File: config.mk
export PLATFORM = sky130hd
export DESIGN_NAME = rosc_meas_ctrl
export DESIGN_NICKNAME = d
export VERILOG_FILES = /design/src/rtl/rosc_meas_ctrl.sv
export SDC_FILE = /design/constraint.sdc
export NUM_CORES = 1
export LEC_CHECK = 0
export CORE_MARGIN = 1.5
export CORE_UTILIZATION = 29
export CTS_BUF_LIST = sky130_fd_sc_hd__clkbuf_4
export CTS_CLUSTER_DIAMETER = 30
export CTS_CLUSTER_SIZE = 14
export DETAILED_ROUTE_END_ITERATION = 16
export HOLD_SLACK_MARGIN = 0.05
export PLACE_DENSITY = 0.61
export SYNTH_ARGS = -nofsm -noshare
export SYNTH_HDL_FRONTEND = slang
export SYNTH_SLANG_ARGS = --single-unit
File: constraint.sdc
create_clock -name CLK -period 3.2 [get_ports CLK]
set_input_delay 0.96 -clock CLK [delete_from_list [all_inputs] [get_ports CLK]]
set_output_delay 0.96 -clock CLK [all_outputs]
set_load 0.02 [all_outputs]
File: src/rtl/rosc_meas_ctrl.sv
// Ring-oscillator aging measurement sequencer: stresses the array while idle, then
// settles and counts reference/stressed divided edges of one selected pair over a CLK window.
module rosc_meas_ctrl #(
  parameter int N_PAIRS    = 8,
  parameter int SEL_W      = 3,
  parameter int WIN_W      = 16,
  parameter int CNT_W      = 16,
  parameter int SETTLE_CYC = 64
) (
  input  logic               CLK,
  input  logic               RST,
  input  logic               START,
  input  logic [SEL_W-1:0]   SEL,
  input  logic [WIN_W-1:0]   WIN,
  input  logic               STRESS,
  input  logic               REF_DIV,
  input  logic               STR_DIV,
  output logic [N_PAIRS-1:0] REF_EN,
  output logic [N_PAIRS-1:0] STR_EN,
  output logic [SEL_W-1:0]   MUX_SEL,
  output logic               BUSY,
  output logic               DONE,
  output logic               ERR,
  output logic [CNT_W-1:0]   REF_CNT,
  output logic [CNT_W-1:0]   STR_CNT,
  output logic               OVF
);

  localparam int ST_W = (SETTLE_CYC > 1) ? $clog2(SETTLE_CYC) : 1;

  typedef enum logic [1:0] {
    S_IDLE    = 2'd0,
    S_SETTLE  = 2'd1,
    S_MEASURE = 2'd2,
    S_DONE    = 2'd3
  } state_t;

  state_t             state, state_nxt;
  logic [ST_W-1:0]    settle_cnt;
  logic [WIN_W-1:0]   win_len;
  logic [WIN_W-1:0]   win_cnt;
  logic               stress_q;
  logic               ref_sync_p0, ref_sync_p1, ref_hist_p2;
  logic               str_sync_p0, str_sync_p1, str_hist_p2;
  logic               ref_rise, str_rise;
  logic               sel_ok, req_ok, accept, reject;
  logic               settle_last, win_last;
  logic [N_PAIRS-1:0] sel_hot;

  function automatic logic [CNT_W-1:0] sat_inc(input logic [CNT_W-1:0] cnt);
    return (cnt == {CNT_W{1'b1}}) ? cnt : cnt + CNT_W'(1);
  endfunction

  // Widened compare so N_PAIRS == 2**SEL_W does not truncate to zero.
  assign sel_ok      = ({1'b0, SEL} < (SEL_W+1)'(N_PAIRS));
  assign req_ok      = sel_ok && (WIN != '0);
  assign accept      = (state == S_IDLE) && START && req_ok;
  assign reject      = (state == S_IDLE) && START && !req_ok;
  assign settle_last = (settle_cnt == ST_W'(SETTLE_CYC - 1));
  assign win_last    = (win_cnt == win_len - WIN_W'(1));
  assign sel_hot     = N_PAIRS'(1) << MUX_SEL;
  assign ref_rise    = ref_sync_p1 && !ref_hist_p2;
  assign str_rise    = str_sync_p1 && !str_hist_p2;

  always_ff @(posedge CLK) begin
    if (RST) begin
      state <= S_IDLE;
    end else begin
      state <= state_nxt;
    end
  end

  always_comb begin
    state_nxt = state;
    BUSY      = 1'b0;
    DONE      = 1'b0;
    REF_EN    = '0;
    STR_EN    = {N_PAIRS{stress_q}};
    case (state)
      S_IDLE: begin
        if (accept) state_nxt = S_SETTLE;
      end
      S_SETTLE: begin
        BUSY   = 1'b1;
        REF_EN = sel_hot;
        STR_EN = sel_hot;
        if (settle_last) state_nxt = S_MEASURE;
      end
      S_MEASURE: begin
        BUSY   = 1'b1;
        REF_EN = sel_hot;
        STR_EN = sel_hot;
        if (win_last) state_nxt = S_DONE;
      end
      S_DONE: begin
        DONE      = 1'b1;
        REF_EN    = sel_hot;
        STR_EN    = sel_hot;
        state_nxt = S_IDLE;
      end
      default: state_nxt = S_IDLE;
    endcase
  end

  // Stage p0/p1: two-flop synchronizers; stage p2: history flop for rise detection.
  always_ff @(posedge CLK) begin
    if (RST) begin
      ref_sync_p0 <= 1'b0;
      ref_sync_p1 <= 1'b0;
      ref_hist_p2 <= 1'b0;
      str_sync_p0 <= 1'b0;
      str_sync_p1 <= 1'b0;
      str_hist_p2 <= 1'b0;
      stress_q    <= 1'b0;
      ERR         <= 1'b0;
    end else begin
      ref_sync_p0 <= REF_DIV;
      ref_sync_p1 <= ref_sync_p0;
      ref_hist_p2 <= ref_sync_p1;
      str_sync_p0 <= STR_DIV;
      str_sync_p1 <= str_sync_p0;
      str_hist_p2 <= str_sync_p1;
      stress_q    <= STRESS;
      ERR         <= reject;
    end
  end

  always_ff @(posedge CLK) begin
    if (RST) begin
      MUX_SEL    <= '0;
      win_len    <= '0;
      settle_cnt <= '0;
      win_cnt    <= '0;
    end else if (accept) begin
      MUX_SEL    <= SEL;
      win_len    <= WIN;
      settle_cnt <= '0;
      win_cnt    <= '0;
    end else begin
      if (state == S_SETTLE) settle_cnt <= settle_cnt + ST_W'(1);
      if (state == S_MEASURE) win_cnt <= win_cnt + WIN_W'(1);
    end
  end

  // Counts only advance on edges seen while MEASURE is the current state.
  always_ff @(posedge CLK) begin
    if (RST) begin
      REF_CNT <= '0;
      STR_CNT <= '0;
      OVF     <= 1'b0;
    end else if (accept) begin
      REF_CNT <= '0;
      STR_CNT <= '0;
      OVF     <= 1'b0;
    end else if (state == S_MEASURE) begin
      if (ref_rise) REF_CNT <= sat_inc(REF_CNT);
      if (str_rise) STR_CNT <= sat_inc(STR_CNT);
      if ((ref_rise && (REF_CNT == {CNT_W{1'b1}})) ||
          (str_rise && (STR_CNT == {CNT_W{1'b1}})))
        OVF <= 1'b1;
    end
  end

endmodule

==> flow_summary.yaml <==
sta:
  final-max-slew-violation-count: 0
  setup_ws_ns: 0.202
  rsz0062_at_grt: "no"
  skew_ns: 0.0109
  tightest_slew_ns: 0.883
  tns_ns: 0
  relSlewSlack_pct: 40.8
  post-route-min-period_ns: 3.00
  clock.fmax_mhz: 334
  setup_viol: 0
  finalHoldViolations: 0
  min_period_over_period_pct: 93.7
clock_network:
  cts.clk_slew.worst_paths_ns: 0.14
  cts.repair.resized: 13
  htreeDepth: 3
  cts_buffer_depth: 2
  cts-root-buf: "clkbuf_4"
  cts_tree: "done"
  post_cts_buffers: 0
  cts_sinks: 84
  clock_latency_ns: 0.45
  cts_inserted_buffers: 9
  hold_buffers: 0
min_path:
  hold_start: "ref_sync_p0$_SDFF_PP0_"
  min_to: "ref_sync_p1$_SDFF_PP0_"
  hold_class: "reg -> reg"
  min_path_cells: 1
worst_setup_path:
  path_max_fanout: 9
  ff2ff_path_depth: 6
  cp-start-kind: "flop"
  worstPathArrival_ns: 2.04
  crit_required_ns: 2.24
  cp-end-kind: "output pin"
  crit_type: "reg -> out"
  reg2reg_slack_ns: 0.70
  r2r-end: "state[0]$_SDFFE_PP0P_"
  r2r-start: "win_len[2]$_SDFFE_PP0P_"
yosys:
  synth_seq_area_share_pct: 41.4
  ys_types: 42
  ys.flop_type: "dfxtp_1"
  synth_area_per_cell_um2: 8.74
  syn_inst: 465
  ys_async_sr_fraction_pct: 0
  yosys.area_share.simple_pct: 27.8
  yosys_warnings: 0
  syn-num-nets: 499
  syn_area_um2: 4060
  synth_top_family_by_area: "simple AND/OR/NAND/NOR gates"
  synth-edff-count: 0
  synth_mux_area_share_pct: 5.91
  ys_ff_latch: 84
  synth_adder_area_share_pct: 2.77
  synthXorXnorAreaFrac_pct: 15.3
  synth-compound-area-share_pct: 4.68
final_layout:
  multiInputGateArea_um2: 2310
  areaGrowthSynthToFinish_pct: 29.8
  fillers: 1418
  diodes: 0
  register_area_um2: 1680
  post-route-util_pct: 38.3
  fin_nets: 578
  drive_above_1_share_pct: 5.28
global_route:
  grt_max_degree: 56
  antenna_found_initial: 0
  grt_pass1_wl_um: 15200
  grtUsageTotal_pct: 12.7
  grt_pass1_vias: 3314
  overflow: 0
pwr:
  p_clk_share_pct: 25.9
  p_switching_mw: 1.01
  ir_drop_uv: 273
  switching_share_pct: 34.0
  power_mw: 2.97
  powerDensity_nw_per_um2: 564
  pwr-share-comb_pct: 33.4
  p_int_mw: 1.96
  leakage_nw: 2.02
  seqPwrFrac_pct: 40.6
placement:
  place.detailed.hpwl_um: 6520
  dp_slack_ns: -0.0218
  gp_congestion: 0.872
  port-buffer-count: 79
routing:
  avgViaCountPerCell: 4.72
  drt_iter0_drc: 135
  drt.antenna.violating_nets: 0
  dr.pass1.iters: 6
  vias: 3440
  drc: 0
  post_drt_wl_per_cell_um: 12.2
  drt-met1-wl_um: 4150
  wl_um: 8900
  met3RoutedLength_um: 518
  top_layer_used: "met4"
  wl_met2_um: 4150
job:
  cap_violations: 0
floorplanning:
  io_pins: 80
  rows: 43
  core_area_um2: 13800
  initial_core_util_pct: 29.5
  die_y_um: 121
  die_x_um: 121
  die-area_um2: 14700
status:
  outcome: "complete, no violations"
## final cells by class
class,count,area share [%]
inverter,6,0.427
clock buffer,9,1.28
multi-input combinational,358,43.8
timing repair buffer,85,16.2
clock inverter,7,2.18
sequential,84,31.9
tap,180,4.27
## state kept, by name, indices dropped and copies added, names as in the netlist, 2 cells and up
| name | count |
|---|---|
| MUX_SEL | 3 |
| REF_CNT | 16 |
| STR_CNT | 16 |
| settle_cnt | 6 |
| state | 2 |
| win_cnt | 16 |
| win_len | 16 |
## worst max path at each step
stage / from / endpoint / slack [ns] / cells past startpoint
2_1_floorplan: state[0]$_SDFFE_PP0P_ / STR_EN[4] / 0.42 / 6
3_3_place_gp: WIN[13] / state[0]$_SDFFE_PP0P_ / 0.04 / 8
3_5_place_dp: WIN[12] / state[0]$_SDFFE_PP0P_ / -0.02 / 8
4_1_cts: state[0]$_SDFFE_PP0P_ / REF_EN[7] / 0.03 / 5
5_1_grt: state[0]$_SDFFE_PP0P_ / STR_EN[4] / 0.003 / 6
6_report: state[0]$_SDFFE_PP0P_ / STR_EN[3] / 0.20 / 6
## metal layers
metal  global-route usage (%)  up-vias
li1                         -     1737
met1                     16.3     1610
met2                     20.4       83
met3                     4.14       10
met4                     3.82        0
met5                        0        -
## stage by stage
stage	hold WS [ns]	instances	instance area, um2
final	0.456	729	5270
after global routing	0.479	729	5270
after CTS	0.460	729	5250
after detailed placement	0.429	713	5090
after global placement	0.420	713	5090
after floorplan	0.414	465	4060
## kinds of logic after synthesis
kind of cell               count (synthesis)
buffers and inverters                     23
and+or+nand+nor                          226
AOI/OAI and AO/OA                         28
muxes                                     24
DFF                                       84
adders and majority gates                  9
xor gates and xnor gates                  71
## synth_stat cells (all sizes together), types with 8 or more instances
cell | instances | share of area [%]
nand3 | 18 | 2.2
nand2 | 33 | 3.0
nor3 | 11 | 1.6
xor2 | 41 | 8.8
clkbuf | 16 | 1.5
xnor2 | 30 | 6.5
dfxtp | 84 | 41
nor2 | 88 | 8.1
nor4 | 10 | 1.8
nand4 | 17 | 2.6
ha | 9 | 2.8
mux2i | 24 | 5.9
nor2b | 8 | 1.2
nand2b | 15 | 2.3
## power by group through the flow
stage	clock (mW)	sequential (mW)	combinational, mW
final	0.772	1.21	0.994
after global routing	0.854	1.23	1.10
after CTS	0.803	1.21	1.00
after detailed placement	0	1.23	1.03
after global placement	0	1.23	1.01
after floorplan	0	1.21	0.700
## critical path: stages, from the launching register on
cell	delay, ns
dfxtp_1	0.39
inv_1	0.10
ha_1	0.22
buf_4	0.18
nor3_1	0.24
nand2b_1	0.14
dlygate4sd2_1	0.33
## placed cells by master, fill, tap and decap left out, drive strengths merged, types with 8 or more instances in the layout
cell type	synthesis	routed
clkdlybuf4s50	0	63
dfxtp	84	84
clkbuf	16	9
dlygate4sd2	0	13
nand3	18	18
nor4	10	10
xnor2	30	30
nor2b	8	8
xor2	41	41
ha	9	9
nand4	17	17
nand2b	15	15
nor2	88	88
nor3	11	11
nand2	33	33
mux2i	24	24
No activity file was read; power rests on OpenSTA's default activity.
